**src/rtl/load_hs_pkg.sv**
```systemverilog
// Shared types and constants for the destination-side load handshake controller.
package load_hs_pkg;

    typedef enum logic [1:0] {
        IDLE    = 2'd0,
        SETTLE  = 2'd1,
        PRESENT = 2'd2,
        ACK     = 2'd3
    } load_hs_state_t;

    localparam int LOAD_HS_CNT_W = 4;

endpackage

```
**src/rtl/load_sync.sv**
```systemverilog
// Multi-flop synchronizer bringing a single asynchronous level into the clk domain.
module load_sync #(
    parameter int NUM_STAGES = 2
) (
    input  logic clk,
    input  logic rst_n,
    input  logic d,
    output logic q
);

    logic [NUM_STAGES-1:0] sync_reg;
    logic [NUM_STAGES-1:0] chain_in;

    // Stage gi samples chain_in[gi]: the raw input for stage 0, the previous stage otherwise.
    assign chain_in = {sync_reg[NUM_STAGES-2:0], d};

    genvar gi;
    generate
        for (gi = 0; gi < NUM_STAGES; gi++) begin : g_stage
            always_ff @(posedge clk or negedge rst_n) begin
                if (!rst_n) begin
                    sync_reg[gi] <= 1'b0;
                end else begin
                    sync_reg[gi] <= chain_in[gi];
                end
            end
        end
    endgenerate

    assign q = sync_reg[NUM_STAGES-1];

endmodule

```
**src/rtl/load_handshake_ctrl.sv**
```systemverilog
// Receive side of a toggle load handshake: synchronize request, settle, capture data,
// present it on valid/ready, then return an acknowledge toggle.
module load_handshake_ctrl
    import load_hs_pkg::*;
#(
    parameter int DATA_W        = 8,
    parameter int NUM_STAGES    = 2,
    parameter int SETTLE_CYCLES = 1
) (
    input  logic              clk,
    input  logic              rst_n,
    input  logic              req_tgl_async,
    input  logic [DATA_W-1:0] data_async,
    output logic [DATA_W-1:0] out_data,
    output logic              out_valid,
    input  logic              out_ready,
    output logic              ack_tgl,
    output logic              busy,
    output logic              overrun,
    input  logic              clr_overrun
);

    localparam bit SKIP_SETTLE = (SETTLE_CYCLES == 0);
    localparam logic [LOAD_HS_CNT_W-1:0] SETTLE_LOAD =
        SKIP_SETTLE ? '0 : LOAD_HS_CNT_W'(SETTLE_CYCLES - 1);

    logic                     req_s;
    logic                     req_s_d_reg;
    logic                     req_edge;
    load_hs_state_t           state_reg, state_next;
    logic [LOAD_HS_CNT_W-1:0] cnt_reg, cnt_next;
    logic [DATA_W-1:0]        out_data_reg;
    logic                     out_valid_reg;
    logic                     ack_tgl_reg;
    logic                     overrun_reg, overrun_next;
    logic                     capture;
    logic                     ack_flip;

    load_sync #(
        .NUM_STAGES(NUM_STAGES)
    ) u_req_sync (
        .clk  (clk),
        .rst_n(rst_n),
        .d    (req_tgl_async),
        .q    (req_s)
    );

    assign req_edge = req_s ^ req_s_d_reg;

    always_comb begin
        state_next = state_reg;
        cnt_next   = cnt_reg;
        capture    = 1'b0;
        ack_flip   = 1'b0;
        case (state_reg)
            IDLE: begin
                if (req_edge) begin
                    if (SKIP_SETTLE) begin
                        capture    = 1'b1;
                        state_next = PRESENT;
                    end else begin
                        cnt_next   = SETTLE_LOAD;
                        state_next = SETTLE;
                    end
                end
            end
            SETTLE: begin
                if (cnt_reg == '0) begin
                    capture    = 1'b1;
                    state_next = PRESENT;
                end else begin
                    cnt_next = cnt_reg - 1'b1;
                end
            end
            PRESENT: begin
                if (out_valid_reg && out_ready) begin
                    state_next = ACK;
                end
            end
            ACK: begin
                ack_flip   = 1'b1;
                state_next = IDLE;
            end
            default: state_next = IDLE;
        endcase
    end

    // A request edge outside IDLE is dropped; set dominates a simultaneous clear.
    always_comb begin
        overrun_next = overrun_reg;
        if (req_edge && (state_reg != IDLE)) begin
            overrun_next = 1'b1;
        end else if (clr_overrun) begin
            overrun_next = 1'b0;
        end
    end

    always_ff @(posedge clk or negedge rst_n) begin
        if (!rst_n) begin
            state_reg     <= IDLE;
            cnt_reg       <= '0;
            req_s_d_reg   <= 1'b0;
            out_data_reg  <= '0;
            out_valid_reg <= 1'b0;
            ack_tgl_reg   <= 1'b0;
            overrun_reg   <= 1'b0;
        end else begin
            state_reg     <= state_next;
            cnt_reg       <= cnt_next;
            req_s_d_reg   <= req_s;
            out_valid_reg <= (state_next == PRESENT);
            overrun_reg   <= overrun_next;
            if (capture) begin
                out_data_reg <= data_async;
            end
            if (ack_flip) begin
                ack_tgl_reg <= ~ack_tgl_reg;
            end
        end
    end

    assign out_data  = out_data_reg;
    assign out_valid = out_valid_reg;
    assign ack_tgl   = ack_tgl_reg;
    assign overrun   = overrun_reg;
    assign busy      = (state_reg != IDLE);

endmodule

```
**config.mk**
```make
export PLATFORM = sky130hd
export DESIGN_NAME = load_handshake_ctrl
export DESIGN_NICKNAME = d
export VERILOG_FILES = /design/src/rtl/load_hs_pkg.sv /design/src/rtl/load_sync.sv /design/src/rtl/load_handshake_ctrl.sv
export SDC_FILE = /design/constraint.sdc
export NUM_CORES = 1
export LEC_CHECK = 0
export CELL_PAD_IN_SITES_DETAIL_PLACEMENT = 2
export CELL_PAD_IN_SITES_GLOBAL_PLACEMENT = 2
export CORE_ASPECT_RATIO = 0.6
export CORE_MARGIN = 8
export CORE_UTILIZATION = 26
export CTS_BUF_LIST = sky130_fd_sc_hd__clkbuf_4 sky130_fd_sc_hd__clkbuf_8 sky130_fd_sc_hd__clkbuf_16
export CTS_CLUSTER_SIZE = 16
export DETAILED_ROUTE_END_ITERATION = 16
export HOLD_SLACK_MARGIN = 0.1
export PLACE_DENSITY_LB_ADDON = 0.15
export SKIP_LAST_GASP = 1
export SYNTH_ARGS = -nofsm -noshare
export SYNTH_HDL_FRONTEND = slang
export SYNTH_SLANG_ARGS = --single-unit
```
**constraint.sdc**
```tcl
create_clock -name clk -period 1.45 [get_ports clk]
set_clock_uncertainty 0.15 [all_clocks]
set_input_delay 0.29 -clock clk [delete_from_list [all_inputs] [get_ports clk]]
set_output_delay 0.29 -clock clk [all_outputs]
set_load 0.005 [all_outputs]
```
==> summary.txt, run 1 <==
Run status
  – Status: finished with violations
  – Failing checks: setup timing

Place
  – Placed instance area: 1230 sq um
  – Post-DP HPWL: 1680 um
  – Final Wtd Congestion: 0.782
  – Port Buffers: 24

Critical path
  – CP Launch Point: cnt_reg[0]$_DFFE_PN0P_
  – Critical-path cell list: inv_2 > ha_4 > buf_4 > nor3_1 > mux2_2 > a22o_1
  – Worst endpoint data arrival time: 1.54 ns
  – Data required, critical path: 1.45 ns
  – Worst R2R Start: cnt_reg[0]$_DFFE_PN0P_
  – Worst Setup Path Type: reg -> reg
  – Crit. End Element: register
  – Slowest-stage cell, CP: dfrtp_1
  – Max incr delay on CP: 0.41 ns
  – Crit-path max FO: 3
  – CP Launch Type: register

Cells and area
  – Largest register FFs: 8
  – Area growth, synth to finish: 57.5%
  – Final net count: 121
  – Layout cells sized above 1: 36.2%
  – Commonest cells after routing, fill and taps aside: 20 x dfrtp_1, 12 x clkdlybuf4s50_1, 12 x buf_4
  – N_diodes: 0
  – Most common cell after layout, fill and taps aside: dfrtp_1
  – Fin area: 1360 sq um

Clock network
  – CTS Buf Count: 3
  – H-tree Lvls: 1
  – Clk root buf: clkbuf_8
  – Number of hold buffers added after cts: 0
  – CTS tree: done
  – Clock Latency Late Sink: 0.26 ns
  – CTS Buffer Depth: 2
  – Reg clk slew, reported paths: 0.08 ns
  – Num Clock Sinks: 20

Synth
  – Yosys Warn Count: 0
  – Post-Synth Adder-Cell Area: 2.90%
  – Post-synthesis mux area share: 15.2%
  – Yosys cell types: 21
  – #FFs+latches synth: 20
  – Largest family of logic cells by synthesized area: multiplexers
  – Post-Synth XOR/XNOR Area: 3.05%
  – Seq/Total Area, Yosys: 58.1%
  – Synth Area in Simple Gates: 9.00%
  – Mapped Area: 862 sq um
  – Syn Inst Count: 66
  – Net count after synthesis: 81
  – Synthesized area per cell: 13.1 sq um
  – Area fraction in compound gates after synthesis: 7.98%

Route
  – Iter 0 DRT Violations: 17
  – Initial DRT Pass Iterations: 4
  – Drc violations: 0
  – DR vias: 667
  – Via/cell ratio: 4.45
  – DR WL/cell: 15.2 um
  – Drt total wl: 2280 um
  – Post-route ant nets: 0

STA
  – Final Cycle Share: 106%
  – RSZ-0062 raised after global routing: yes
  – Final Max Slew Viols: 0
  – Hold slack: 0.206 ns
  – Post-Route Setup TNS: -0.350 ns
  – Minimum clock period: 1.53 ns
  – Crit path setup slack, layout: -0.0835 ns
  – Final setup fails: 8
  – Slew @ Worst Pin: 0.343 ns
  – Hold Vio Cnt, Final: 0
  – Fmax: 652 MHz
  – Worst relative slew slack: 76.9%

Power
  – Clock Power Share: 23.9%
  – Switch Pwr: 0.700 mW
  – Flop pwr share: 35.7%
  – Switch share: 29.8%
  – Int Pwr: 1.65 mW
  – Total power: 2.35 mW
  – Max VDD drop: 0.000659 V
  – Leak: 0.598 nW
  – Comb pwr share: 40.4%
  – PD cells: 1730 nW/um^2

Floorplanning
  – I/O Pins: 25
  – # rows: 16
  – Die X: 90.3 um
  – Die H: 60.6 um
  – Core footprint: 3200 sq um
  – Starting Density: 26.9%
  – Total Die Area: 5470 sq um

Global route
  – Initial antenna violation count: 0
  – GRT Total Usage: 9.14%
  – Largest net degree at the start of global routing: 21
  – First-pass GRT wire length: 3830 um
  – Vias in the first global route: 723
  – GRT overflow: 0

Worst hold path
  – Hold Path Class: reg -> reg
  – HP Start: u_req_sync.chain_in[1]$_DFF_PN0_

Job
  – Max-cap viol count: 0
## synth_stat cells (all sizes together)
library cell,count,share of area [%]
xnor2,2,2.0
mux2i,3,3.5
buf,2,1.2
or2,1,0.73
nor3,2,1.2
a21oi,1,0.58
dfrtp,20,58
xor2,1,1.0
a22o,1,1.0
o311ai,1,1.9
and2,1,0.73
o221ai,1,1.0
or2b,1,0.87
mux2,9,12
nand4,1,2.5
nand2,3,1.3
inv,6,2.6
nor2,1,0.73
o21ai,6,3.5
ha,2,2.9
nand4b,1,1.0
## what timing repair did
action | in CTS | in global routing
gates resized for setup | 22 | 3
setup endpoints to repair | 25 | 14
pin swaps | 4 | 3
buffers inserted | 3 | 0
gates cloned | 1 | 0
## layout make-up
| class | instances | area [sq um] |
|---|---|---|
| clock buffer | 3 | 41.3 |
| tap | 45 | 56.3 |
| inverter | 6 | 22.5 |
| timing repair buffer | 36 | 312 |
| fill | 346 | 1850 |
| multi-input combinational | 39 | 395 |
| sequential | 20 | 500 |
| clock inverter | 1 | 30.0 |
## power groups by stage
stage | clock (mW) | combinational (mW) | sequential, mW
final | 0.561 | 0.949 | 0.838
after floorplan | 0 | 0.417 | 0.870
after CTS | 0.577 | 0.972 | 0.843
after global routing | 0.603 | 1.05 | 0.866
after detailed placement | 0 | 1.01 | 0.863
after global placement | 0 | 0.989 | 0.854
## routing by layer
| metal | global-route usage (%) | vias up | wire [um] |
|---|---|---|---|
| met5 | 0 | - | 0 |
| met4 | 2.11 | 0 | 10 |
| met3 | 3.95 | 2 | 140 |
| met2 | 12.8 | 18 | 966 |
| met1 | 12.5 | 336 | 1160 |
| li1 | - | 311 | - |
## logic make-up (layout without fill, tap and decap cells)
| logic type | Yosys count | in the layout |
|---|---|---|
| AOI/OAI and AO/OA | 10 | 10 |
| xor gates and xnor gates | 3 | 3 |
| adders and majority gates | 2 | 2 |
| buffers and inverters | 8 | 46 |
| DFF | 20 | 20 |
| muxes | 12 | 12 |
| and+or+nand+nor | 11 | 12 |
## stage by stage
step / cells / setup slack, ns / utilization (%)
5_1_grt: 150 / -0.133 / 42.4
2_1_floorplan: 66 / 0.0203 / -
3_3_place_gp: 142 / -0.0727 / 38.4
4_1_cts: 150 / -0.0970 / 42.0
3_5_place_dp: 142 / -0.153 / 38.4
6_report: 150 / -0.0835 / 42.4
## final timing paths
kind | to | cells past startpoint | slack (ns)
min | u_req_sync.q$_DFF_PN0_ | 0 | 0.21
max reg2reg | cnt_reg[3]$_DFFE_PN0P_ | 6 | -0.08
min reg2reg | u_req_sync.q$_DFF_PN0_ | 0 | 0.21
max in group asynchronous | out_data[2]$_DFFE_PN0P_ | 2 | 0.72
min in group asynchronous | cnt_reg[0]$_DFFE_PN0P_ | 2 | 0.22
max | cnt_reg[3]$_DFFE_PN0P_ | 6 | -0.08
## critical path: cells and delay by family (launching register included)
family | cells | cell delay [ns]
AO/OA/AOI/OAI | 1 | 0.18
adder cells (fa/ha/maj) | 1 | 0.14
buffers and inverters | 2 | 0.23
flip-flops | 1 | 0.41
multiplexers | 1 | 0.27
AND/OR/NAND/NOR | 1 | 0.04
Note: power is estimated with default switching activity, not from simulation.
==> inputs of run 2 (changes only) <==
--- a/config.mk
+++ b/config.mk
@@ -9,7 +9,7 @@
 export CELL_PAD_IN_SITES_GLOBAL_PLACEMENT = 2
 export CORE_ASPECT_RATIO = 0.6
 export CORE_MARGIN = 8
-export CORE_UTILIZATION = 26
+export CORE_UTILIZATION = 29
 export CTS_BUF_LIST = sky130_fd_sc_hd__clkbuf_4 sky130_fd_sc_hd__clkbuf_8 sky130_fd_sc_hd__clkbuf_16
 export CTS_CLUSTER_SIZE = 16
 export DETAILED_ROUTE_END_ITERATION = 16
==> constraint.sdc (replaced) <==
create_clock -name clk -period 1.44 [get_ports clk]
set_clock_uncertainty 0.15 [all_clocks]
set_input_delay 0.288 -clock clk [delete_from_list [all_inputs] [get_ports clk]]
set_output_delay 0.288 -clock clk [all_outputs]
set_load 0.005 [all_outputs]
==> summary.txt, run 2 (synthesis gave the netlist of run 1 again) <==
Floorplanning
  – Starting Density: 30.2% (was 26.9%)
  – Die X: 86.4 um (was 90.3 um)
  – Die H: 58.2 um (was 60.6 um)
  – # rows: 15 (was 16)
  – Core footprint: 2850 sq um (was 3200 sq um)
  – I/O Pins: 25 (unchanged)
  – Total Die Area: 5030 sq um (was 5470 sq um)

Clock network
  – Clk root buf: clkbuf_8 (unchanged)
  – Clock Latency Late Sink: 0.26 ns (about the same)
  – CTS Buf Count: 3 (unchanged)
  – Number of hold buffers added after cts: 0 (unchanged)
  – H-tree Lvls: 1 (unchanged)
  – Num Clock Sinks: 20 (unchanged)
  – Reg clk slew, reported paths: 0.07 ns (was 0.08 ns)
  – CTS Buffer Depth: 2 (unchanged)
  – CTS tree: done (unchanged)

Global route
  – Global routing's busiest layer: met2 (unchanged)
  – GRT overflow: 0 (unchanged)
  – Largest net degree at the start of global routing: 21 (unchanged)
  – GRT met3 Usage: 4.37% (was 3.95%)
  – Vias in the first global route: 841 (was 723)
  – Met2 Track Usage GR: 20.5% (was 12.8%)
  – M1 GR Usage: 15.2% (was 12.5%)
  – Initial antenna violation count: 0 (unchanged)
  – GRT Total Usage: 12.3% (was 9.14%)
  – First-pass GRT wire length: 4650 um (was 3830 um)

Critical path
  – Crit. End Element: register (unchanged)
  – FF-to-FF path depth: 6 (unchanged)
  – Worst endpoint data arrival time: 1.55 ns (was 1.54 ns)
  – Critical-path cell list: inv_2 > ha_4 > buf_6 > nor3_2 > mux2_4 > a22o_1 (was inv_2 > ha_4 > buf_4 > nor3_1 > mux2_2 > a22o_1)
  – Slowest-stage cell, CP: dfrtp_1 (unchanged)
  – Crit-path max FO: 3 (unchanged)
  – Top delay family on crit path: flip-flops (unchanged)
  – Data required, critical path: 1.43 ns (was 1.45 ns)
  – Worst Setup Path Type: reg -> reg (unchanged)
  – Number of buffers and inverters on the critical path: 2 (unchanged)
  – Max incr delay on CP: 0.41 ns (about the same)
  – Worst R2R Setup Slack: -0.11 ns (was -0.08 ns)
  – CP Launch Type: register (unchanged)
  – Worst R2R Start: cnt_reg[0]$_DFFE_PN0P_ (unchanged)
  – Reg-to-Reg End: cnt_reg[3]$_DFFE_PN0P_ (unchanged)

Place
  – Post-DP HPWL: 1900 um (was 1680 um)
  – Worst slack, placed: -0.175 ns (was -0.153 ns)
  – Port Buffers: 24 (unchanged)
  – Final Wtd Congestion: 0.794 (was 0.782)

Power
  – PD cells: 1720 nW/um^2 (was 1730 nW/um^2)
  – Leak: 0.645 nW (was 0.598 nW)
  – Max VDD drop: 0.000763 V (was 0.000659 V)

STA
  – Final Max Slew Viols: 0 (unchanged)
  – Final Cycle Share: 108% (was 106%)
  – Worst relative slew slack: 73.3% (was 76.9%)
  – Final setup fails: 10 (was 8)
  – RSZ-0062 raised after global routing: yes (unchanged)
  – Slew @ Worst Pin: 0.398 ns (was 0.343 ns)
  – Hold Vio Cnt, Final: 0 (unchanged)
  – Fmax: 644 MHz (was 652 MHz)
  – Minimum clock period: 1.55 ns (was 1.53 ns)
  – Crit path setup slack, layout: -0.113 ns (was -0.0835 ns)

Route
  – Iter 0 DRT Violations: 30 (was 17)
  – Post-route ant nets: 0 (unchanged)
  – Via/cell ratio: 4.39 (was 4.45)
  – Drc violations: 0 (unchanged)
  – Initial DRT Pass Iterations: 4 (unchanged)
  – DR vias: 668 (was 667)
  – Drt total wl: 2770 um (was 2280 um)
  – DR WL/cell: 18.2 um (was 15.2 um)

Cells and area
  – Post-layout util: 49.9% (was 42.4%)
  – Commonest cells after routing, fill and taps aside: 20 x dfrtp_1, 14 x buf_4, 12 x clkdlybuf4s50_1 (was 20 x dfrtp_1, 12 x clkdlybuf4s50_1, 12 x buf_4)
  – Most common cell after layout, fill and taps aside: dfrtp_1 (unchanged)
  – Largest register FFs: 8 (unchanged)
  – N_diodes: 0 (unchanged)
  – Final net count: 126 (was 121)
  – Layout cells sized above 1: 39.1% (was 36.2%)
  – Area growth, synth to finish: 65.2% (was 57.5%)

Run status
  – Status: finished with violations (unchanged)
  – Failing checks: setup timing (unchanged)

Worst hold path
  – HP Start: u_req_sync.chain_in[1]$_DFF_PN0_ (unchanged)
  – Worst Hold Endpoint: u_req_sync.q$_DFF_PN0_ (unchanged)
  – Hold Path Class: reg -> reg (unchanged)
  – WHS Path Cells: 0 (unchanged)

Job
  – Max-cap viol count: 0 (unchanged)
[run 2: worst reg2reg max path: cells and delay by family, from the launching register on]
| family | cells | cell delay (ns) |
|---|---|---|
| buf+inv | 2 | 0.21 |
| flops | 1 | 0.41 |
| mux | 1 | 0.28 |
| simple gates | 1 | 0.05 |
| compound gates | 1 | 0.20 |
| fa+ha+maj | 1 | 0.14 |
[run 2: worst max-delay path by stage]
stage	from	endpoint	slack [ns]	cells past startpoint
3_5_place_dp	cnt_reg[0]$_DFFE_PN0P_	cnt_reg[0]$_DFFE_PN0P_	-0.17	5
3_3_place_gp	cnt_reg[0]$_DFFE_PN0P_	cnt_reg[1]$_DFFE_PN0P_	-0.1	5
6_report	cnt_reg[0]$_DFFE_PN0P_	cnt_reg[3]$_DFFE_PN0P_	-0.11	6
4_1_cts	state_reg[0]$_DFF_PN0_	busy	-0.15	2
2_1_floorplan	cnt_reg[0]$_DFFE_PN0P_	cnt_reg[0]$_DFFE_PN0P_	0.01	5
5_1_grt	cnt_reg[0]$_DFFE_PN0P_	cnt_reg[1]$_DFFE_PN0P_	-0.17	5
[run 2: metal layers]
layer / wire (um) / vias up
li1: - / 317
met5: 0 / -
met4: 0 / 0
met3: 105 / 0
met2: 1400 / 13
met1: 1260 / 338
[run 2: cell type report]
class                   count  area [sq um]
fillers                   298          1430
flip-flops and latches     20           500
multi-input cells          39           417
repair buffers             41           360
well taps                  42          52.6
clock buffers               3          41.3
clock inverters             1          30.0
inverters                   6          22.5
[run 2: what timing repair did]
action	4_1_cts	5_1_grt
gates resized for setup	27	4
endpoints found under the setup margin	25	14
gates cloned	1	0
buffers inserted	5	1
pin swaps	5	3
[run 2: through the flow]
| step | TNS [ns] | area (sq um) | instances | hold WS, ns | power (mW) |
|---|---|---|---|---|---|
| after global placement | -0.356 | 1240 | 141 | 0.184 | 1.87 |
| after detailed placement | -1.16 | 1240 | 141 | 0.200 | 1.91 |
| after global routing | -1.22 | 1420 | 152 | 0.231 | 2.60 |
| after floorplan | 0 | 875 | 66 | -0.158 | 1.30 |
| final | -0.542 | 1420 | 152 | 0.210 | 2.44 |
| after CTS | -0.555 | 1410 | 151 | 0.218 | 2.48 |
[run 2: report_power, final]
group / internal [mW] / total (mW) / switching (mW)
Sequential: 0.755 / 0.860 / 0.105
Clock: 0.371 / 0.559 / 0.188
Combinational: 0.570 / 1.02 / 0.454
Total: 1.70 / 2.44 / 0.747
